## src/rtl/gtclk_gated_reg_if.sv

```systemverilog
`default_nettype none
// ============================================================================
//  Module      : gtclk_gated_reg_if
//  Description : Control and data bundle of the gated-clock register. It
//                carries the clock-gate controls, the load data, the
//                registered output and the observable gated clock.
//  Revision    : 1.0  initial release
// ============================================================================
interface gtclk_gated_reg_if #(
  parameter int WIDTH = 16
);
  logic             CKENB;
  logic             SCAN_TEST;
  logic             WBEN;
  logic [WIDTH-1:0] DI;
  logic [WIDTH-1:0] DI2;
  logic [WIDTH-1:0] DO;
  logic             GCLK;

  // Side that drives the controls and the load data
  modport master (
    output CKENB, SCAN_TEST, WBEN, DI, DI2,
    input  DO, GCLK
  );

  // Register side
  modport slave (
    input  CKENB, SCAN_TEST, WBEN, DI, DI2,
    output DO, GCLK
  );
endinterface
`default_nettype wire

```

## src/rtl/gtclk_gated_reg.sv

```systemverilog
`default_nettype none
// ============================================================================
//  Module      : gtclk_gated_reg (with gate primitives and_not, gtclk_nor2,
//                gate_not)
//  Description : Parameterised register clocked by a DFT-aware gated clock.
//                GCLK = CLK | enb_l, so a stopped clock idles high and never
//                produces a rising edge. SCAN_TEST overrides the gate.
//  Revision    : 1.0  initial release
// ============================================================================

// ----------------------------------------------------------------------------
// and_not : Y = A & ~B   (scan override of the clock-gate disable)
// ----------------------------------------------------------------------------
module and_not (
  input  logic A,
  input  logic B,
  output logic Y
);
  assign Y = A & ~B;
endmodule

// ----------------------------------------------------------------------------
// gtclk_nor2 : Y = ~(A | B)   (clock gate cell)
// ----------------------------------------------------------------------------
module gtclk_nor2 (
  input  logic A,
  input  logic B,
  output logic Y
);
  assign Y = ~(A | B);
endmodule

// ----------------------------------------------------------------------------
// gate_not : Y = ~A   (restores clock polarity after the NOR gate)
// ----------------------------------------------------------------------------
module gate_not (
  input  logic A,
  output logic Y
);
  assign Y = ~A;
endmodule

// ----------------------------------------------------------------------------
// gtclk_gated_reg : top level
// ----------------------------------------------------------------------------
module gtclk_gated_reg #(
  parameter int               WIDTH     = 16,
  parameter logic [WIDTH-1:0] RESET_VAL = '0,
  parameter bit               DUAL_IN   = 1'b0,
  parameter bit               USE_LATCH = 1'b1
) (
  input  logic                CLK,
  input  logic                RST,
  gtclk_gated_reg_if.slave    bus
);

  logic             enb_dft;    // gate disable after scan override
  logic             enb_l;      // gate disable as seen by the NOR gate
  logic             n1;         // NOR gate output (inverted gated clock)
  logic             gclk;       // gated register clock
  logic             load;       // load qualifier on an enabled edge
  logic [WIDTH-1:0] load_data;  // data selected for the next enabled edge
  logic [WIDTH-1:0] data_q;     // register contents

  // Scan mode forces the gate open: enb_dft = CKENB & ~SCAN_TEST
  and_not u_and_not (
    .A (bus.CKENB),
    .B (bus.SCAN_TEST),
    .Y (enb_dft)
  );

  if (USE_LATCH) begin : g_latch
    // Transparent while CLK is high; holds through the low phase so enable
    // changes while CLK is low cannot disturb GCLK
    always_latch begin
      if (CLK) enb_l <= enb_dft;
    end
  end else begin : g_no_latch
    // Caller guarantees CKENB only moves while CLK is high
    assign enb_l = enb_dft;
  end

  // GCLK = NOT(NOR(enb_l, CLK)) = CLK | enb_l; nothing else on the clock path
  gtclk_nor2 u_gtclk_nor2 (
    .A (enb_l),
    .B (CLK),
    .Y (n1)
  );

  gate_not u_gate_not (
    .A (n1),
    .Y (gclk)
  );

  if (DUAL_IN) begin : g_dual
    // Two-data form: every enabled edge loads, WBEN picks the source
    assign load      = 1'b1;
    assign load_data = bus.WBEN ? bus.DI : bus.DI2;
  end else begin : g_single
    // Single-data form: WBEN qualifies the load, otherwise hold
    assign load      = bus.WBEN;
    assign load_data = bus.DI;
  end

  // Data register on the gated clock with asynchronous reset
  always_ff @(posedge gclk or posedge RST) begin
    if (RST) begin
      data_q <= RESET_VAL;
    end else if (load) begin
      data_q <= load_data;
    end
  end

  assign bus.DO   = data_q;
  assign bus.GCLK = gclk;

endmodule
`default_nettype wire

```

## src/flat_wrapper.sv

```systemverilog
// flat-port wrapper written by rule: the top's interface ports become plain ports
module gtclk_gated_reg_flat 
#(
  parameter int               WIDTH     = 16,
  parameter logic [WIDTH-1:0] RESET_VAL = '0,
  parameter bit               DUAL_IN   = 1'b0,
  parameter bit               USE_LATCH = 1'b1
)
  (CLK, RST, bus_CKENB, bus_SCAN_TEST, bus_WBEN, bus_DI, bus_DI2, bus_DO, bus_GCLK);
  gtclk_gated_reg_if #(.WIDTH(WIDTH)) bus_i ();
  input  logic CLK;
  input  logic RST;
  input wire logic [$bits(bus_i.CKENB)-1:0] bus_CKENB;
  input wire logic [$bits(bus_i.SCAN_TEST)-1:0] bus_SCAN_TEST;
  input wire logic [$bits(bus_i.WBEN)-1:0] bus_WBEN;
  input wire logic [$bits(bus_i.DI)-1:0] bus_DI;
  input wire logic [$bits(bus_i.DI2)-1:0] bus_DI2;
  output wire logic [$bits(bus_i.DO)-1:0] bus_DO;
  output wire logic [$bits(bus_i.GCLK)-1:0] bus_GCLK;
  assign bus_i.CKENB = bus_CKENB;
  assign bus_i.SCAN_TEST = bus_SCAN_TEST;
  assign bus_i.WBEN = bus_WBEN;
  assign bus_i.DI = bus_DI;
  assign bus_i.DI2 = bus_DI2;
  assign bus_DO = bus_i.DO;
  assign bus_GCLK = bus_i.GCLK;
  gtclk_gated_reg #(.WIDTH(WIDTH), .RESET_VAL(RESET_VAL), .DUAL_IN(DUAL_IN), .USE_LATCH(USE_LATCH)) u_core (.CLK(CLK), .RST(RST), .bus(bus_i));
endmodule
```

## config.mk

```make
export PLATFORM = sky130hd
export DESIGN_NAME = gtclk_gated_reg_flat
export DESIGN_NICKNAME = d
export VERILOG_FILES = /design/src/rtl/gtclk_gated_reg_if.sv /design/src/rtl/gtclk_gated_reg.sv /design/src/flat_wrapper.sv
export SDC_FILE = /design/constraint.sdc
export NUM_CORES = 1
export LEC_CHECK = 0
export ABC_AREA = 1
export CAP_MARGIN = 20
export CORE_ASPECT_RATIO = 1.2
export CORE_MARGIN = 1.5
export CORE_UTILIZATION = 34
export CTS_CLUSTER_DIAMETER = 40
export DETAILED_ROUTE_END_ITERATION = 7
export PLACE_DENSITY = 0.82
export SETUP_SLACK_MARGIN = 0.2
export SLEW_MARGIN = 20
export SYNTH_ARGS = -nofsm -noshare
export SYNTH_HDL_FRONTEND = slang
export SYNTH_SLANG_ARGS = --single-unit
export TNS_END_PERCENT = 50
```

## constraint.sdc

```tcl
create_clock -name vclk -period 1.6
set_input_delay 0.32 -clock vclk [all_inputs]
set_output_delay 0.32 -clock vclk [all_outputs]
set_load 0.005 [all_outputs]
```

==> results of run 1 <==
[cell usage in the layout, fill, tap and decap left out]
master           count
dlygate4sd2_1        1
nand2_1             43
buf_4                1
dfrtp_1             16
dlxtp_1              1
inv_6                1
buf_2                1
nor2_1               1
inv_1                2
or2_4                1
clkdlybuf4s50_1     36
nand2_2              5
[routing by layer]
metal / vias up / global-route usage / wire [um]
li1: 288 / - / -
met1: 259 / 0.146 / 509
met2: 28 / 0.250 / 685
met3: 0 / 0.0139 / 109
met4: 0 / 0 / 0
met5: - / 0 / 0
[power by group through the flow]
stage	combinational (mW)	sequential (mW)	clock, mW
after floorplan	0.0573	0.0367	0
after detailed placement	0.134	0.0361	0
after CTS	0.133	0.0365	0
final	0.130	0.0364	0
after global placement	0.130	0.0358	0
after global routing	0.146	0.0375	0
[how the worst max path moves through the flow]
stage / endpoint / from / slack, ns / depth (start not counted)
finish: bus_GCLK / CLK / 0.35 / 3
global route: bus_GCLK / CLK / 0.33 / 3
CTS: bus_GCLK / CLK / 0.35 / 3
detailed placement: bus_GCLK / CLK / -0.20 / 3
global placement: bus_GCLK / CLK / -0.21 / 3
floorplan: bus_GCLK / CLK / 0.59 / 1
[flip-flops by register name, indices dropped and copies added (netlist names)]
signal	cells
u_core.enb_l	1
u_core.bus.DO	16
[cell families (layout without fill, tap and decap cells)]
logic type | Yosys count | in the layout | share of synthesized area
DFF | 16 | 16 | 0.591
latches | 1 | 1 | 0.0222
and+or+nand+nor | 50 | 50 | 0.299
buffers and inverters | 6 | 42 | 0.0869
[area by class of cell]
cell class	instances	area (sq um)
inverter	3	16.3
timing repair buffer	39	382
fill	168	808
multi-input combinational	50	205
sequential	17	415
tap	19	23.8
[timing repair]
item	4_1_cts	5_1_grt
endpoints found under the hold margin	0	0
endpoints found under the setup margin	1	0
resized for setup	6	0
==> summary.txt, run 1 <==
Timing
  – Final worst path period need: between 1 and 1.5 ns
  – Pins Over Slew Limit: 0
  – Final worst path period share: 0.781
  – Hold Vio Cnt, Final: 0
  – Final setup fails: 0
  – Hold_ws: about 1.1 ns
  – Endpoints left unconstrained: 33
  – Final worst setup slack: 0.351 ns
  – Max-slew headroom: 0.545
  – Slew of the pin with the lowest slew margin: around 0.7 ns
  – Setup TNS: 0 ns
  – RSZ-0062 raised after global routing: false
  – Max frequency: ~800 MHz
  – Register pins left without a clock: 17

Clock tree
  – Post-CTS Setup Bufs: 0
  – Hold buffers post-CTS: 0

GRT
  – Initial antenna violation count: 0
  – Total track usage: 0.125
  – Gr ovfl total: 0
  – Vias in the first global route: about 540
  – First-pass GRT wire length: between 2000 and 2500 um
  – Largest net degree at the start of global routing: 18

Critical path
  – CP Class: in -> out
  – Req. time, crit path: 1.28 ns
  – Critical path's slowest cell: or2_4
  – CP max FO: 2
  – Startpoint types: primary input
  – Critical Path AT: between 0.9 and 1 ns
  – Crit-path max cell delay: between 0.2 and 0.3 ns
  – Buf/Inv on CP: 2
  – CP delay by family, top: buffers and inverters
  – Worst Setup End Kind: output pin
  – Critical path cell sequence: dlygate4sd2_1 > or2_4 > buf_2

Synthesis
  – Post-Syn Instances: between 70 and 80
  – Synthesized area: between 600 and 700 sq um
  – Synth area leader: dfrtp_1
  – Net Count, Synth: 110
  – Avg Synthesized Cell Area: just over 9 sq um
  – Yosys top cell area share: 0.591
  – Ranking of synthesized cells by area: dfrtp_1 (59%), nand2_1 (24%), nand2_2 (4.6%)
  – FF+latch count, synth: 17
  – Count leader, synth: nand2_1
  – Asr flop ratio synth: 0.941
  – Post-synth top cells: nand2_1 (43), dfrtp_1 (16), nand2_2 (5)
  – Number of synthesized flops with an enable pin: 0
  – Ys flop type: dfrtp_1
  – Synth cell types: 10
  – Synth warnings: 0

Power
  – Int Pwr: 0.108 mW
  – Share of power burned in registers: 0.219
  – Gate power share: 0.781
  – NetSw: ~0.06 mW
  – P_leak: slightly above 0.5 nW
  – Cell area power density: 160 mW/mm^2
  – Switching part of the total: 0.352
  – Clk pwr share: 0
  – Tot Pwr: between 0.15 and 0.2 mW
  – Max IR drop VDD: ~0.092 mV

Floorplan
  – Initial Util: 0.366
  – Die X: ~44 um
  – I/O pin count: 54
  – Core footprint: between 0.0015 and 0.002 sq mm
  – Die area: about 0.0023 sq mm
  – Die H: ~52 um
  – Row Count: 17

Worst hold path
  – Hold path endpoint: bus_GCLK
  – Hold path depth: 3
  – HP Start: CLK
  – Worst min path class: in -> out

Final layout
  – Area delta synth->final: 54.0%
  – Layout cells sized above 1: 0.0826
  – Finished Core Util: 0.563
  – Ant diodes: 0
  – Non-Filler Instances: around 130
  – Nets: between 100 and 150
  – Final Cell Area: 0.00104 sq mm

Routing
  – Routed WL: about 1300 um
  – Post-DR wirelength/cell: between 10 and 15 um
  – Drt first-iter violations: 5
  – Vias per cell: roughly 4.5
  – Detailed-route DRC error count: 0
  – Vias: around 580
  – Pre-antenna DRT Iters: 3
  – Post-route ant nets: 0

Run
  – Max Cap Violations: 0

Place
  – Final RePlAce weighted congestion: roughly 0.63
  – Dpl cells: 128
  – Area after DPL: ~0.0010 sq mm
  – Pre-CTS setup slack: -0.204 ns
  – Port Buffers: 38
  – Detail Placement HPWL: between 1000 and 1500 um

Status
  – Status: complete, no violations
No activity file was read; power rests on OpenSTA's default activity.
==> run 2: changes to the inputs <==
--- a/config.mk
+++ b/config.mk
@@ -9,10 +9,10 @@
 export CAP_MARGIN = 20
 export CORE_ASPECT_RATIO = 1.2
 export CORE_MARGIN = 1.5
-export CORE_UTILIZATION = 34
+export CORE_UTILIZATION = 28
 export CTS_CLUSTER_DIAMETER = 40
 export DETAILED_ROUTE_END_ITERATION = 7
-export PLACE_DENSITY = 0.82
+export PLACE_DENSITY = 0.72
 export SETUP_SLACK_MARGIN = 0.2
 export SLEW_MARGIN = 20
 export SYNTH_ARGS = -nofsm -noshare
==> constraint.sdc (replaced) <==
create_clock -name vclk -period 1
set_input_delay 0.2 -clock vclk [all_inputs]
set_output_delay 0.2 -clock vclk [all_outputs]
set_load 0.005 [all_outputs]
==> summary.txt, run 2 (synthesized netlist as in run 1, its figures left out) <==
Critical path
  – Top cell by count, worst path: buf_6
  – Critical path cell sequence: buf_6 > or2_4 > buf_6 (was dlygate4sd2_1 > or2_4 > buf_2)
  – Crit-path max cell delay: 0.23 ns (was 0.25 ns)
  – Critical Path AT: 0.63 ns (was 0.93 ns)
  – Worst Setup End Kind: output pin (unchanged)
  – Levels on crit path: 3 (unchanged)
  – CP delay by family, top: simple AND/OR/NAND/NOR gates (was buffers and inverters)
  – Critical path's slowest cell: or2_4 (unchanged)
  – Req. time, crit path: 0.80 ns (was 1.28 ns)
  – CP max FO: 2 (unchanged)
  – Startpoint types: primary input (unchanged)
  – CP Class: in -> out (unchanged)
  – Buf/Inv on CP: 2 (unchanged)

Timing
  – Final worst setup slack: 0.169 ns (was 0.351 ns)
  – Hold Vio Cnt, Final: 0 (unchanged)
  – Final worst path period share: 0.831
  – Final setup fails: 0 (unchanged)
  – Pins Over Slew Limit: 0 (unchanged)
  – Endpoints left unconstrained: 33 (unchanged)
  – Max-slew headroom: 0.530 (was 0.545)
  – RSZ-0062 raised after global routing: true (was false)
  – Final worst path period need: around 0.83 ns
  – Setup TNS: 0 ns (unchanged)
  – Slew of the pin with the lowest slew margin: 0.703 ns (was 0.680 ns)
  – Max frequency: roughly 1200 MHz
  – Register pins left without a clock: 17 (unchanged)

GRT
  – Largest net degree at the start of global routing: 18 (unchanged)
  – Gr ovfl total: 0 (unchanged)
  – Total track usage: 0.105 (was 0.125)
  – Initial antenna violation count: 0 (unchanged)
  – First-pass GRT wire length: 2240 um (was 2260 um)
  – Vias in the first global route: 510 (was 544)

Floorplan
  – Core footprint: 0.00228 sq mm (was 0.00185 sq mm)
  – I/O pin count: 54 (unchanged)
  – Die X: 47.9 um (was 43.7 um)
  – Row Count: 19 (was 17)
  – Die area: 0.00272 sq mm (was 0.00227 sq mm)
  – Initial Util: 0.297 (was 0.366)
  – Die H: 56.9 um (was 51.9 um)

Run
  – Max Cap Violations: 0 (unchanged)

Routing
  – Vias: 570 (was 575)
  – Pre-antenna DRT Iters: 4 (was 3)
  – Drt first-iter violations: 5 (unchanged)
  – Post-DR wirelength/cell: 9.54 um (was 10.2 um)
  – Routed WL: 1350 um (was 1310 um)
  – Detailed-route DRC error count: 0 (unchanged)
  – Vias per cell: 4.04 (was 4.49)
  – Post-route ant nets: 0 (unchanged)

Worst hold path
  – Worst min path class: in -> out (unchanged)
  – Hold path depth: 3 (unchanged)

Clock tree
  – Hold buffers post-CTS: 0 (unchanged)

Final layout
  – Most frequent cells in the layout: nand2_1 (43), clkdlybuf4s50_1 (36), dfrtp_1 (16) (unchanged)
  – Commonest non-fill, non-tap cell in the layout: nand2_1 (unchanged)
  – Area delta synth->final: 58.6% (was 54.0%)
  – Max reg flops: 16 (unchanged)
  – Finished Core Util: 0.470 (was 0.563)
  – Ant diodes: 0 (unchanged)
  – Final Cell Area: 0.00107 sq mm (was 0.00104 sq mm)
  – Layout cells sized above 1: 0.100 (was 0.0826)
  – Nets: 149 (was 148)

Power
  – Max IR drop VDD: 0.152 mV (was 0.0919 mV)
  – Cell area power density: 254 mW/mm^2 (was 160 mW/mm^2)
  – P_leak: 0.526 nW (was 0.517 nW)
  – Tot Pwr: 0.273 mW (was 0.166 mW)

Place
  – Detail Placement HPWL: 1020 um (about the same)
  – Pre-CTS setup slack: -0.563 ns (was -0.204 ns)
  – Final RePlAce weighted congestion: 0.671 (was 0.630)
  – Area after DPL: 0.00106 sq mm (was 0.00105 sq mm)
  – Port Buffers: 38 (unchanged)

Status
  – Status: complete, no violations (unchanged)
==> run 2: metal layers <==
layer / GRT usage / vias up / wire [um]
met2: 0.175 / 26 / 694
met5: 0 / - / 0
met1: 0.148 / 254 / 535
li1: - / 290 / -
met4: 0 / 0 / 0
met3: 0.0193 / 0 / 114
==> run 2: path summary, 6_finish.rpt <==
path	endpoint	from
worst max-delay path	bus_GCLK	CLK
worst min-delay path	bus_GCLK	CLK
==> run 2: final cells by class <==
class / instances / area, sq um
multi-input combinational: 50 / 205
timing repair buffer: 40 / 398
tap: 31 / 38.8
sequential: 17 / 415
fill: 244 / 1210
inverter: 3 / 16.3
==> run 2: where the power goes <==
group	switching (mW)	internal, mW
Combinational	0.0846	0.130
Clock	0	0
Sequential	0.00942	0.0486
==> run 2: through the flow <==
| step | instances | hold slack [ns] |
|---|---|---|
| 2_1_floorplan | 73 | 0.594 |
| 3_3_place_gp | 140 | 1.46 |
| 3_5_place_dp | 140 | 1.47 |
| 4_1_cts | 141 | 0.654 |
| 5_1_grt | 141 | 0.668 |
| 6_report | 141 | 0.658 |
==> run 2: what timing repair did <==
action / CTS / global route
gates cloned: 0 / 0
endpoints found under the setup margin: 1 / 1
resized for setup: 10 / 0
buffers inserted: 1 / 0
pin swaps: 1 / 0
==> run 3: changes to the inputs <==
--- a/config.mk
+++ b/config.mk
@@ -9,10 +9,10 @@
 export CAP_MARGIN = 20
 export CORE_ASPECT_RATIO = 1.2
 export CORE_MARGIN = 1.5
-export CORE_UTILIZATION = 28
+export CORE_UTILIZATION = 32
 export CTS_CLUSTER_DIAMETER = 40
 export DETAILED_ROUTE_END_ITERATION = 7
-export PLACE_DENSITY = 0.72
+export PLACE_DENSITY = 0.78
 export SETUP_SLACK_MARGIN = 0.2
 export SLEW_MARGIN = 20
 export SYNTH_ARGS = -nofsm -noshare
==> constraint.sdc (replaced) <==
create_clock -name vclk -period 0.87
set_input_delay 0.174 -clock vclk [all_inputs]
set_output_delay 0.174 -clock vclk [all_outputs]
set_load 0.005 [all_outputs]
==> summary.txt, run 3 (synthesized netlist as in run 1, its figures left out) <==
Worst hold path
  – Worst min path class: in -> out (unchanged)

Routing
  – Post-route ant nets: 0 (unchanged)
  – Post-DR wirelength/cell: 10.1 um (was 9.54 um)
  – Pre-antenna DRT Iters: 4 (unchanged)
  – Routed WL: 1300 um (was 1350 um)
  – Detailed-route DRC error count: 0 (unchanged)
  – Drt first-iter violations: 5 (unchanged)
  – Vias per cell: 4.45 (was 4.04)
  – Vias: 574 (was 570)

Timing
  – Hold Vio Cnt, Final: 0 (unchanged)
  – Final setup fails: 0 (unchanged)
  – Slew of the pin with the lowest slew margin: 0.699 ns (was 0.703 ns)
  – RSZ-0062 raised after global routing: true (unchanged)
  – Hold_ws: 0.606 ns (was 0.658 ns)
  – Pins Over Slew Limit: 0 (unchanged)
  – Max-slew headroom: 0.533 (was 0.530)
  – Final worst path period need: 0.779 ns
  – Setup TNS: 0 ns (unchanged)
  – Register pins left without a clock: 17 (unchanged)
  – Final worst path period share: 0.895
  – Endpoints left unconstrained: 33 (unchanged)
  – Max frequency: about 1300 MHz

Final layout
  – Sequential cell area: 415 sq um (unchanged)
  – Final Cell Area: 0.00105 sq mm (was 0.00107 sq mm)
  – Multi-input gate area: 205 sq um (unchanged)
  – Layout cells sized above 1: 0.0917 (was 0.100)
  – Commonest non-fill, non-tap cell in the layout: nand2_1 (unchanged)
  – Ant diodes: 0 (unchanged)
  – Max reg flops: 16 (unchanged)
  – Fill count: 199 (was 244)
  – Most frequent cells in the layout: nand2_1 (43), clkdlybuf4s50_1 (36), dfrtp_1 (16) (unchanged)
  – Nets: 148 (was 149)
  – Finished Core Util: 0.519 (was 0.470)
  – Area delta synth->final: 55.5% (was 58.6%)

Floorplan
  – Core footprint: 0.00203 sq mm (was 0.00228 sq mm)
  – Die H: 53.4 um (was 56.9 um)
  – Row Count: 18 (was 19)
  – Die X: 45.0 um (was 47.9 um)
  – Die area: 0.00240 sq mm (was 0.00272 sq mm)
  – I/O pin count: 54 (unchanged)
  – Initial Util: 0.334 (was 0.297)

Run
  – Max Cap Violations: 0 (unchanged)

Critical path
  – Startpoint types: primary input (unchanged)
  – Req. time, crit path: 0.70 ns (was 0.80 ns)
  – CP max FO: 2 (unchanged)
  – Worst Setup End Kind: output pin (unchanged)
  – CP Class: in -> out (unchanged)
  – Critical Path AT: 0.60 ns (was 0.63 ns)

GRT
  – Gr ovfl total: 0 (unchanged)
  – Total track usage: 0.114 (was 0.105)
  – First-pass GRT wire length: 2120 um (was 2240 um)
  – Largest net degree at the start of global routing: 18 (unchanged)
  – Initial antenna violation count: 0 (unchanged)
  – Vias in the first global route: 501 (was 510)

Place
  – Port Buffers: 38 (unchanged)
  – Detail Placement HPWL: 1010 um (was 1020 um)
  – Final RePlAce weighted congestion: 0.607 (was 0.671)
  – Area after DPL: 0.00105 sq mm (was 0.00106 sq mm)

Power
  – Max IR drop VDD: 0.172 mV (was 0.152 mV)
  – P_leak: 0.521 nW (was 0.526 nW)
  – Cell area power density: 296 mW/mm^2 (was 254 mW/mm^2)
  – Tot Pwr: 0.311 mW (was 0.273 mW)

Status
  – Status: complete, no violations (unchanged)

Clock tree
  – Post-CTS Setup Bufs: 0 (was 1)
  – Hold buffers post-CTS: 0 (unchanged)
-- run 3: cell count changes in the layout (fill, tap and decap cells not counted) --
cell   previous run  this run
buf_4             2         1
-- run 3: final cells by class --
type / instances / area share
well taps: 20 / 0.0238
flip-flops and latches: 17 / 0.395
inverters: 3 / 0.0155
repair buffers: 39 / 0.371
multi-input cells: 50 / 0.195
-- run 3: path summary, 6_finish.rpt --
kind,start,endpoint,slack [ns],cells past startpoint
max,CLK,bus_GCLK,0.09,3
min,CLK,bus_GCLK,0.61,3
-- run 3: through the flow --
step	std cells	setup WS [ns]
3_5_place_dp	129	-0.603
6_report	129	0.0912
4_1_cts	129	0.0888
2_1_floorplan	73	0.244
5_1_grt	129	0.0795
3_3_place_gp	129	-0.583
-- run 3: power by group --
part	switching, mW	leakage (nW)	internal (mW)
sequential	0.0108	0.203	0.0558
clock	0	0	0
combinational	0.0975	0.318	0.147
total	0.108	0.521	0.203
-- run 3: what timing repair did --
item	in CTS	in global routing
resized for setup	9	0
pin swaps	1	0
setup endpoints to repair	1	1
-- run 3: critical path, stage by stage --
cell and delay, ns:
buf_6 0.09, or2_4 0.23, buf_6 0.11
-- run 3: per-layer routing --
| metal | share of wire | track usage |
|---|---|---|
| met3 | 0.077 | 0.0102 |
| met1 | 0.41 | 0.144 |
| met4 | 0 | 0 |
| met5 | 0 | 0 |
| met2 | 0.51 | 0.217 |
